### src/rtl/sync_fifo_param.sv
// Single-clock parametrised FIFO with fill count, almost-full/empty thresholds,
// sticky overflow/underflow and synchronous flush. Define SYNC_FIFO_FWFT_EN for first-word fall-through reads.
module sync_fifo_param #(
    parameter int unsigned DATA_W    = 32,
    parameter int unsigned DEPTH     = 8,
    parameter int unsigned AFULL_TH  = 6,
    parameter int unsigned AEMPTY_TH = 1,
    localparam int unsigned ADDR_W   = $clog2(DEPTH)
) (
    input  logic              clk,
    input  logic              rst,
    input  logic              flush,
    input  logic              w_en,
    input  logic [DATA_W-1:0] wdata,
    input  logic              r_en,
    output logic [DATA_W-1:0] rdata,
    output logic              full,
    output logic              empty,
    output logic              almost_full,
    output logic              almost_empty,
    output logic [ADDR_W:0]   count,
    output logic              overflow,
    output logic              underflow
);

    localparam int unsigned PTR_W = ADDR_W + 1;

    logic [DATA_W-1:0] mem [DEPTH];
    logic [PTR_W-1:0]  wptr, rptr;
    logic [PTR_W-1:0]  wptr_d, rptr_d, count_d;
    logic              overflow_d, underflow_d;
    logic              full_d, empty_d, almost_full_d, almost_empty_d;
    logic              wr_ok, rd_ok;

    // Acceptance uses the registered flags, so a same-cycle pop never frees a slot
    // and a same-cycle push never supplies data.
    assign wr_ok = w_en & ~full;
    assign rd_ok = r_en & ~empty;

    // Next-state logic for pointers, count and flags.
    always_comb begin
        wptr_d      = wptr;
        rptr_d      = rptr;
        count_d     = count;
        overflow_d  = overflow;
        underflow_d = underflow;
        if (flush) begin
            wptr_d      = '0;
            rptr_d      = '0;
            count_d     = '0;
            overflow_d  = 1'b0;
            underflow_d = 1'b0;
        end else begin
            if (wr_ok) wptr_d = wptr + PTR_W'(1);
            if (rd_ok) rptr_d = rptr + PTR_W'(1);
            case ({wr_ok, rd_ok})
                2'b10:   count_d = count + PTR_W'(1);
                2'b01:   count_d = count - PTR_W'(1);
                default: count_d = count;
            endcase
            if (w_en && full)  overflow_d  = 1'b1;
            if (r_en && empty) underflow_d = 1'b1;
        end
        full_d         = (count_d == PTR_W'(DEPTH));
        empty_d        = (count_d == '0);
        almost_full_d  = (count_d >= PTR_W'(AFULL_TH));
        almost_empty_d = (count_d <= PTR_W'(AEMPTY_TH));
    end

    always_ff @(posedge clk or negedge rst) begin
        if (!rst) begin
            wptr         <= '0;
            rptr         <= '0;
            count        <= '0;
            overflow     <= 1'b0;
            underflow    <= 1'b0;
            full         <= 1'b0;
            empty        <= 1'b1;
            almost_full  <= 1'b0;
            almost_empty <= 1'b1;
        end else begin
            wptr         <= wptr_d;
            rptr         <= rptr_d;
            count        <= count_d;
            overflow     <= overflow_d;
            underflow    <= underflow_d;
            full         <= full_d;
            empty        <= empty_d;
            almost_full  <= almost_full_d;
            almost_empty <= almost_empty_d;
        end
    end

    // Storage array, deliberately left unreset.
    always_ff @(posedge clk) begin
        if (wr_ok && !flush) mem[wptr[ADDR_W-1:0]] <= wdata;
    end

`ifdef SYNC_FIFO_FWFT_EN
    assign rdata = mem[rptr[ADDR_W-1:0]];
`else
    always_ff @(posedge clk or negedge rst) begin
        if (!rst) begin
            rdata <= '0;
        end else if (rd_ok && !flush) begin
            rdata <= mem[rptr[ADDR_W-1:0]];
        end
    end
`endif

endmodule

### config.mk
export PLATFORM = sky130hd
export DESIGN_NAME = sync_fifo_param
export DESIGN_NICKNAME = d
export VERILOG_FILES = /design/src/rtl/sync_fifo_param.sv
export SDC_FILE = /design/constraint.sdc
export NUM_CORES = 1
export LEC_CHECK = 0
export BUFFER_PORTS_ARGS = -buffer_cell sky130_fd_sc_hd__buf_2
export CORE_MARGIN = 2
export CORE_UTILIZATION = 30
export CTS_CLUSTER_SIZE = 40
export DETAILED_ROUTE_END_ITERATION = 8
export PLACE_DENSITY = 0.56
export SYNTH_ARGS = -nofsm -noshare
export SYNTH_HDL_FRONTEND = slang
export SYNTH_SLANG_ARGS = --single-unit
### constraint.sdc
create_clock -name clk -period 3.7 [get_ports clk]
set_input_delay 0.185 -clock clk [delete_from_list [all_inputs] [get_ports clk]]
set_output_delay 0.185 -clock clk [all_outputs]
set_load 0.01 [all_outputs]
==> results.toml, run 1 <==
[status]
status = "finished clean"

[critical_path]
worst_path_largest_cell_delay_ns = 0.60
cp.required_ns = 3.95
cp_num_buf_inv = 2
critical_path.endpoint_type = "flip-flop"
critical-path-slowest-cell = "nor2_4"
path_cells = "nor2b_4 > inv_4 > or3_1 > nor2_4 > buf_4"
critPathLaunchType = "flip-flop"
worst-path-max-fanout = 20
critPathKind = "flip-flop to flip-flop"
crit_family = "simple AND/OR/NAND/NOR gates"
worst_ep_arrival_time_ns = 2.69

[timing]
fmax_mhz = 410
timing_worst_slew_pin_value_ns = 0.874
grt_setup_unrepaired = "no"
skew_ns = 0.0196
finalCritPeriodShare_pct = 65.9
final_hold_viol_count = 0
slew_violations = 0
setup-tns-final_ns = 0
worst_slew_margin_rel_pct = 41.8
setup_violations = 0
final_period_demand_of_the_worst_path_ns = 2.44

[placement]
gpl.final_weighted_congestion = 0.700
hpwlAfterDp_um = 14600
placed_area_mm2 = 0.0127
dp.cells = 1145
portBuffers = 78

[drt]
post_route_ant_nets = 0
route.final.wire_length_um = 23600
routed_vias = 5597
avgViaCountPerCell = 4.52
drtIter0Drc = 383
remaining_drc_errors = 0
drt_first_pass_iters = 6
avgRoutedWirePerCell_um = 19.1

[floorplanning]
start_util_pct = 30.5
die_area_mm2 = 0.0401
die_w_um = 200
num_rows = 71
die_h_um = 200
design.core.area_mm2 = 0.0378
num_io_pins = 79

[cells_and_area]
final-instance-count-excl-fill = 1237
antenna-diode-count = 0
mostFrequentLayoutCells = "256 x edfxtp_1, 78 x buf_2, 64 x mux4_2"
cell_area_after_layout_mm2 = 0.0140
layout.filler_cells = 3550
layout-drive-gt1-share_pct = 31.1
layout_commonest_cell = "edfxtp_1"
final_nets = 743
syn_to_final_growth_pct = 21.0

[global_route]
global_route.overflow_total = 0
grt_first_pass_wirelength_um = 37000
first_global_vias = 6110
number_of_antenna_violations_at_the_first_check_in_global_routing = 2
maximum_number_of_pins_on_one_net_before_global_route_repair = 47
grt_usage_pct = 11.9

[cts]
tritoncts = "done"
h-tree-depth = 1
tritoncts_num_sinks = 304
cts_root_buffer = "clkbuf_16"
clkSlewWorstSetupHoldPaths_ns = 0.06
cts_buffers = 31
clock_latency_ns = 0.55
cts_resized = 0
cts_buffer_depth = 3

[logic_synthesis]
yosysWarnings = 0
synth.yosys.seq_area_share_pct = 76.9
post_synth_num_cell_types = 32
netlist_instances = 563
fraction_of_registers_with_async_set_reset_pct = 15.8
synthFlopType = "edfxtp_1"
count_of_flip_flops_with_a_built_in_enable_after_synthesis = 256
synth_seq_cells = 304
mappedNetlistArea_mm2 = 0.0116
syn_avg_cell_area_um2 = 20.5
synthesis.nets = 604

[pwr]
power.density_cell_area_mw_per_mm2 = 613
ir_drop_mv = 0.360
post-layout-total-power_w = 0.00858
p_leak_nw = 4.61

[hold_path]
min_path_type = "input pin to flip-flop"

[flow_run]
drv.max_cap_violation_count = 0
==> what timing repair did <==
action / CTS / global route
buffers inserted: 0 / 0
hold buffers: 35 / 0
endpoints found under the hold margin: 273 / 0
endpoints found under the setup margin: 0 / 0
==> area by class of cell <==
cell class                      count  area, um^2  area share, %
Tap cell                          511         639           4.57
Multi-Input combinational cell    229        2550           18.3
Clock inverter                     15         135          0.966
Sequential cell                   304        8900           63.6
Timing Repair Buffer              133         916           6.55
Clock buffer                       42         827           5.91
Inverter                            3        18.8          0.134
==> stage by stage <==
| step | util, % | worst slack, ns | hold WS (ns) |
|---|---|---|---|
| finish | 37.0 | 1.26 | 0.0282 |
| global route | 37.0 | 1.08 | 0.0162 |
| CTS | 37.0 | 1.21 | 0.00227 |
| detailed placement | 33.5 | 1.23 | 0.172 |
| global placement | 33.5 | 1.26 | 0.165 |
| floorplan | - | 0.146 | -0.111 |
==> synthesized netlist by cell type (3+ instances only) <==
cell type	instances	share of area [%]
nand2_1	8	0.26
clkbuf_1	10	0.32
nor3_1	7	0.30
edfxtp_1	256	67
a21oi_1	39	1.7
xor2_1	3	0.23
dfrtp_1	46	10
buf_6	6	0.58
mux2i_1	35	3.0
xnor2_1	4	0.30
nor2_1	51	1.7
mux4_2	64	12
ha_1	4	0.43
buf_2	10	0.43
==> where the power goes <==
part / switching (W) / internal [W] / leakage, nW
Sequential: 0.000193 / 0.00400 / 2.87
Clock: 0.00125 / 0.00170 / 0.469
Combinational: 0.000730 / 0.000707 / 1.27
Total: 0.00217 / 0.00641 / 4.61
==> sequential cells by signal, summed over array words and instances (netlist names) <==
name,flops
almost_empty,1
overflow,1
underflow,1
empty,1
almost_full,1
rdata,32
mem,256
rptr,3
full,1
count,4
wptr,3
==> worst paths after layout <==
| kind | startpoint | end | slack [ns] | cells after the start |
|---|---|---|---|---|
| setup / recovery | full$_DFF_PN0_ | mem[6][7]$_DFFE_PP_ | 1.26 | 5 |
| hold / removal | flush | count[1]$_DFF_PN0_ | 0.03 | 2 |
| setup reg to reg | full$_DFF_PN0_ | mem[6][7]$_DFFE_PP_ | 1.26 | 5 |
| hold reg to reg | underflow$_DFFE_PN0P_ | underflow$_DFFE_PN0P_ | 0.50 | 2 |
| max in group asynchronous | rst | rptr[0]$_DFFE_PN0P_ | 2.71 | 3 |
| min in group asynchronous | rst | overflow$_DFFE_PN0P_ | 0.11 | 2 |
==> kinds of logic (layout without fill, tap and decap cells) <==
group	Yosys count	after routing	synth area share [%]
buffers and inverters	30	193	1.54
flip-flops	304	304	76.9
XOR/XNOR	8	8	0.736
AO/OA/AOI/OAI	43	43	1.96
multiplexers	99	99	15.5
adder cells (fa/ha/maj)	4	4	0.433
AND/OR/NAND/NOR	75	75	2.89
==> worst reg2reg max path, cell delays in order, from the launching register on <==
cell and delay, ns:
dfrtp_1 0.42, nor2b_4 0.25, inv_4 0.08, or3_1 0.48, nor2_4 0.60, buf_4 0.31
==> per-layer routing <==
metal	global-route usage (%)	vias up	part of all wire [%]
met3	1.95	34	4.2
met2	20.7	110	51
met5	0	-	0.047
met1	15.7	2914	43
met4	2.67	2	1.8
li1	-	2537	-
No activity file was read; power rests on OpenSTA's default activity.
==> run 2: changes to the inputs <==
--- a/config.mk
+++ b/config.mk
@@ -10,7 +10,7 @@
 export CORE_UTILIZATION = 30
 export CTS_CLUSTER_SIZE = 40
 export DETAILED_ROUTE_END_ITERATION = 8
-export PLACE_DENSITY = 0.56
+export PLACE_DENSITY = 0.54
 export SYNTH_ARGS = -nofsm -noshare
 export SYNTH_HDL_FRONTEND = slang
 export SYNTH_SLANG_ARGS = --single-unit
==> constraint.sdc (replaced) <==
create_clock -name clk -period 2.3 [get_ports clk]
set_input_delay 0.115 -clock clk [delete_from_list [all_inputs] [get_ports clk]]
set_output_delay 0.115 -clock clk [all_outputs]
set_load 0.01 [all_outputs]
==> run 2 against run 1 <==
Compared with the run above: sequential power grew 60%; worst hold slack gained 0.059 ns; critical endpoint is now empty$_DFF_PN1_; combinational power grew 71%; highest routed layer unchanged; final cell count grew 1.1%; maximum frequency grew 12%; cell area grew 2.1%; wire length grew 0.53%; largest power group unchanged; worst setup slack lost 1.1 ns; via count grew 0.39%.
==> results.toml, run 2 (same netlist as run 1, synthesis figures left out) <==
[status]
status = "finished clean"

[timing]
setup_violations = 0
hold_slack_ns = 0.0873
timing_worst_slew_pin_value_ns = 0.561
finalCritPeriodShare_pct = 94.6
setup-tns-final_ns = 0
least_setup_slack_across_all_paths_after_layout_ns = 0.125
final_period_demand_of_the_worst_path_ns = 2.17
worst_slew_margin_rel_pct = 62.6
skew_ns = 0.0181
final_hold_viol_count = 0
fmax_mhz = 460
slew_violations = 0
grt_setup_unrepaired = "no"

[cts]
tritoncts_num_sinks = 304
h-tree-depth = 1
cts_root_buffer = "clkbuf_16"
tritoncts = "done"
cts_buffers = 31
cts_buffer_depth = 3
clock_latency_ns = 0.56
clkSlewWorstSetupHoldPaths_ns = 0.06

[critical_path]
critical-path-slowest-cell = "dfstp_2"
worst_path_largest_cell_delay_ns = 0.54
path_cells = "nand2b_4 > clkinv_4 > nand2_4 > xnor2_1 > ha_1 > a21oi_1 > xor3_1 > o31a_1 > nor3_1"
cp_num_buf_inv = 1
crit_family = "flip-flops"
worst-path-max-fanout = 6
critPathLaunchType = "flip-flop"
critPathKind = "flip-flop to flip-flop"
cp.required_ns = 2.77
worst_ep_arrival_time_ns = 2.64
critical_path.endpoint_type = "flip-flop"

[pwr]
ir_drop_mv = 0.573
power.density_cell_area_mw_per_mm2 = 979
p_leak_nw = 4.72

[floorplanning]
num_rows = 71
die_h_um = 200
die_area_mm2 = 0.0401
design.core.area_mm2 = 0.0378
die_w_um = 200
start_util_pct = 30.5
num_io_pins = 79

[drt]
drt_first_pass_iters = 4
remaining_drc_errors = 0
route.final.wire_length_um = 23700
post_route_ant_nets = 0
avgRoutedWirePerCell_um = 19.0
avgViaCountPerCell = 4.49
drtIter0Drc = 337
routed_vias = 5619

[placement]
gpl.final_weighted_congestion = 0.736
portBuffers = 78
hpwlAfterDp_um = 14500
post-place-ws_ns = 0.136
placed_area_mm2 = 0.0129

[global_route]
global_route.overflow_total = 0
maximum_number_of_pins_on_one_net_before_global_route_repair = 47
number_of_antenna_violations_at_the_first_check_in_global_routing = 2
grt_usage_pct = 11.9
grt_first_pass_wirelength_um = 36900
first_global_vias = 6003

[cells_and_area]
layout_commonest_cell = "edfxtp_1"
cell_area_after_layout_mm2 = 0.0143
final_nets = 756
layout-drive-gt1-share_pct = 31.8
syn_to_final_growth_pct = 23.6
mostFrequentLayoutCells = "256 x edfxtp_1, 78 x buf_2, 64 x mux4_2"
layout.filler_cells = 3496
largest_reg_flops = 256

[flow_run]
drv.max_cap_violation_count = 0

[hold_path]
min_path_type = "input pin to async pin"
-- run 2: cell types whose count changed in the layout (fill, tap and decap cells not counted), sizes merged --
cell         delta
buf            +12
clkbuf          +4
clkinv          -2
clkinvlp        -2
diode           +1
dlygate4sd3     +1
-- run 2: layer usage --
metal | vias up | GRT usage, % | share of wire (%)
met2 | 98 | 19.8 | 48
met4 | 2 | 2.99 | 2.1
met5 | - | 0 | 0.046
met1 | 2912 | 16.4 | 46
met3 | 37 | 1.97 | 3.5
li1 | 2570 | - | -
-- run 2: per-stage QoR --
step | utilization [%] | instances | total power (W)
after floorplan | - | 563 | 0.00837
after global placement | 34.2 | 1157 | 0.00928
after detailed placement | 34.2 | 1157 | 0.00930
after CTS | 37.7 | 1250 | 0.0142
after global routing | 37.7 | 1251 | 0.0147
final | 37.7 | 1251 | 0.0140
-- run 2: final timing paths --
| kind | from | endpoint | slack, ns | depth (start not counted) |
|---|---|---|---|---|
| worst max-delay path | empty$_DFF_PN1_ | empty$_DFF_PN1_ | 0.13 | 9 |
| worst min-delay path | rst | overflow$_DFFE_PN0P_ | 0.09 | 2 |
| worst max register to register | empty$_DFF_PN1_ | empty$_DFF_PN1_ | 0.13 | 9 |
| worst min register to register | underflow$_DFFE_PN0P_ | underflow$_DFFE_PN0P_ | 0.50 | 2 |
| max in group asynchronous | rst | rdata[13]$_DFFE_PN0P_ | 1.54 | 3 |
| min in group clk | flush | wptr[2]$_DFFE_PN0P_ | 0.37 | 3 |
-- run 2: repair_timing --
action	in CTS	in global routing
gates resized for setup	0	0
hold endpoints to repair	282	0
hold buffers	36	0
buffers inserted	0	0
-- run 2: cell type report --
type / instances / area [um^2] / area share (%)
diodes: 1 / 2.50 / 0.0175
inverters: 3 / 18.8 / 0.131
clock buffers: 46 / 882 / 6.18
repair buffers: 146 / 1180 / 8.25
multi-input cells: 229 / 2560 / 17.9
clock inverters: 11 / 103 / 0.718
well taps: 511 / 639 / 4.48
flip-flops and latches: 304 / 8900 / 62.3
-- run 2: worst register-to-register path, delay by kind of cell, from the launching register on --
kind	cells	cell delay [ns]
flip-flops	1	0.54
XOR/XNOR	2	0.32
adder cells (fa/ha/maj)	1	0.18
AO/OA/AOI/OAI	2	0.50
buffers and inverters	1	0.10
AND/OR/NAND/NOR	3	0.45
-- run 2: power breakdown --
| part | leakage, nW | switching [W] | internal, W |
|---|---|---|---|
| Combinational | 1.37 | 0.00124 | 0.00122 |
| Clock | 0.482 | 0.00197 | 0.00285 |
| Sequential | 2.87 | 0.000258 | 0.00643 |
| Total | 4.72 | 0.00347 | 0.0105 |
==> run 3: changes to the inputs <==
--- a/config.mk
+++ b/config.mk
@@ -5,6 +5,7 @@
 export SDC_FILE = /design/constraint.sdc
 export NUM_CORES = 1
 export LEC_CHECK = 0
+export ABC_AREA = 1
 export BUFFER_PORTS_ARGS = -buffer_cell sky130_fd_sc_hd__buf_2
 export CORE_MARGIN = 2
 export CORE_UTILIZATION = 30
==> run 3 against run 2 <==
Compared with the run above: maximum frequency up 11%; combinational power rose by 15%; largest power group unchanged; clock skew fell by 0.0083 ns; sequential cell count unchanged; clock power increased by 11%; final cell count rose by 24%; worst hold slack better by 0.053 ns.
==> results.toml, run 3 <==
[status]
status = "finished clean"

[floorplanning]
num_rows = 73
die_w_um = 205
die_area_mm2 = 0.0420
num_io_pins = 79
start_util_pct = 30.5
die_h_um = 205
design.core.area_mm2 = 0.0397

[timing]
final_period_demand_of_the_worst_path_ns = 1.95
hold_slack_ns = 0.140
slew_violations = 0
setup_violations = 0
finalCritPeriodShare_pct = 84.9
worst_slew_margin_rel_pct = 54.7
final_hold_viol_count = 0
grt_setup_unrepaired = "no"
setup-tns-final_ns = 0
fmax_mhz = 512
skew_ns = 0.00976
timing_worst_slew_pin_value_ns = 0.680

[placement]
dp.cells = 1450
hpwlAfterDp_um = 15600
placed_area_mm2 = 0.0133
gpl.final_weighted_congestion = 0.774
portBuffers = 78

[logic_synthesis]
synthesis.nets = 910
count_of_flip_flops_with_a_built_in_enable_after_synthesis = 256
synth_seq_cells = 304
fraction_of_registers_with_async_set_reset_pct = 15.8
synthFlopType = "edfxtp_1"
yosys-top-cells-area = "edfxtp_1 64%, dfrtp_1 9.5%, mux2i_1 5.3%, o21ai_0 3.5%, o211ai_1 3.2%"
yosysWarnings = 0
netlist_instances = 869
synth_largest_type_area_fraction_pct = 63.5
synthTopCellsByCount = "256 x edfxtp_1, 86 x nand2_1, 85 x o21ai_0"
synth.yosys.seq_area_share_pct = 73.5
yosysMostFrequentCell = "edfxtp_1"
post_synth_num_cell_types = 29
yosysTopAreaCell = "edfxtp_1"
mappedNetlistArea_mm2 = 0.0121
syn_avg_cell_area_um2 = 13.9

[cts]
cts_buffers = 31
postCtsSetupBuffers = 0
h-tree-depth = 1
clkSlewWorstSetupHoldPaths_ns = 0.07
clock_latency_ns = 0.56
cts_buffer_depth = 3
tritoncts = "done"
tritoncts_num_sinks = 304
ctsHoldBuffers = 38
cts_resized = 0
cts_root_buffer = "clkbuf_16"

[critical_path]
cp.required_ns = 2.53
critical-path-slowest-cell = "dfrtp_1"
critPathLaunchType = "flip-flop"
path_cells = "inv_1 > nand2_2 > nor2_1 > nand2_1 > nor2_4 > buf_4"
worst-path-max-fanout = 19
critPathKind = "flip-flop to flip-flop"
worst_ep_arrival_time_ns = 2.18
critical_path.endpoint_type = "flip-flop"
worst_path_largest_cell_delay_ns = 0.39

[drt]
drtIter0Drc = 484
remaining_drc_errors = 0
route.final.wire_length_um = 26600
post_route_ant_nets = 0
avgRoutedWirePerCell_um = 17.2
drt_first_pass_iters = 5
routed_vias = 7028
avgViaCountPerCell = 4.55

[pwr]
post-layout-total-power_w = 0.0149
ir_drop_mv = 0.468
p_leak_nw = 5.43
power.density_cell_area_mw_per_mm2 = 1010

[flow_run]
drv.max_cap_violation_count = 0

[cells_and_area]
layout_commonest_cell = "edfxtp_1"
antenna-diode-count = 0
cell_area_after_layout_mm2 = 0.0147
final-instance-count-excl-fill = 1545
layout-drive-gt1-share_pct = 18.4
mostFrequentLayoutCells = "256 x edfxtp_1, 86 x nand2_1, 85 x o21ai_0"
syn_to_final_growth_pct = 21.8
final_nets = 1037
largest_reg_flops = 256

[global_route]
maximum_number_of_pins_on_one_net_before_global_route_repair = 72
number_of_antenna_violations_at_the_first_check_in_global_routing = 1
global_route.overflow_total = 0
grt_usage_pct = 12.9
first_global_vias = 7009
grt_first_pass_wirelength_um = 41800

[hold_path]
min_path_type = "input pin to async pin"
[run 3: per-stage QoR]
stage                     setup WS, ns  util [%]
after floorplan                 -0.358         -
after global placement           0.409      33.4
after detailed placement         0.342      33.4
after CTS                        0.320      37.1
after global routing             0.189      37.1
final                            0.346      37.1
[run 3: worst max-delay path: cells and delay by family (launching register included)]
kind | cells | cell delay (ns)
AND/OR/NAND/NOR | 4 | 0.82
buffers and inverters | 2 | 0.39
flip-flops | 1 | 0.39
[run 3: final timing paths]
kind / slack, ns / end / start / cells after the start
max in group asynchronous: 1.55 / rdata[19]$_DFFE_PN0P_ / rst / 3
setup / recovery: 0.35 / mem[0][31]$_DFFE_PP_ / full$_DFF_PN0_ / 6
min in group clk: 0.37 / mem[6][6]$_DFFE_PP_ / wdata[6] / 2
hold reg to reg: 0.48 / rdata[17]$_DFFE_PN0P_ / rdata[17]$_DFFE_PN0P_ / 2
setup reg to reg: 0.35 / mem[0][31]$_DFFE_PP_ / full$_DFF_PN0_ / 6
hold / removal: 0.14 / almost_full$_DFF_PN0_ / rst / 2
[run 3: final cells by class]
class	instances	area, um^2
fill	3761	25000
sequential	304	8900
multi-input combinational	431	2690
timing repair buffer	142	1090
clock buffer	35	791
tap	525	657
inverter	86	323
clock inverter	22	295
[run 3: logic make-up (layout without fill, tap and decap cells)]
| kind of cell | after synthesis | after routing | synth area share [%] |
|---|---|---|---|
| AO/OA/AOI/OAI | 219 | 219 | 11.0 |
| XOR/XNOR | 1 | 1 | 0.0724 |
| adder cells (fa/ha/maj) | 4 | 4 | 0.414 |
| buffers and inverters | 134 | 285 | 4.82 |
| flip-flops | 304 | 304 | 73.5 |
| multiplexers | 64 | 64 | 5.29 |
| AND/OR/NAND/NOR | 143 | 143 | 4.97 |
[run 3: where the power goes]
group	switching [W]	internal, W	leakage, nW
Sequential	0.000268	0.00648	2.91
Combinational	0.00172	0.00110	1.99
Clock	0.00211	0.00326	0.527
Total	0.00410	0.0108	5.43
[run 3: routing by layer]
metal	track usage (%)	vias to the layer above	wire, um
met5	0	-	7
met4	3.29	2	460
met3	2.15	41	1250
met2	20.4	124	12100
met1	18.5	3447	12800
li1	-	3414	-
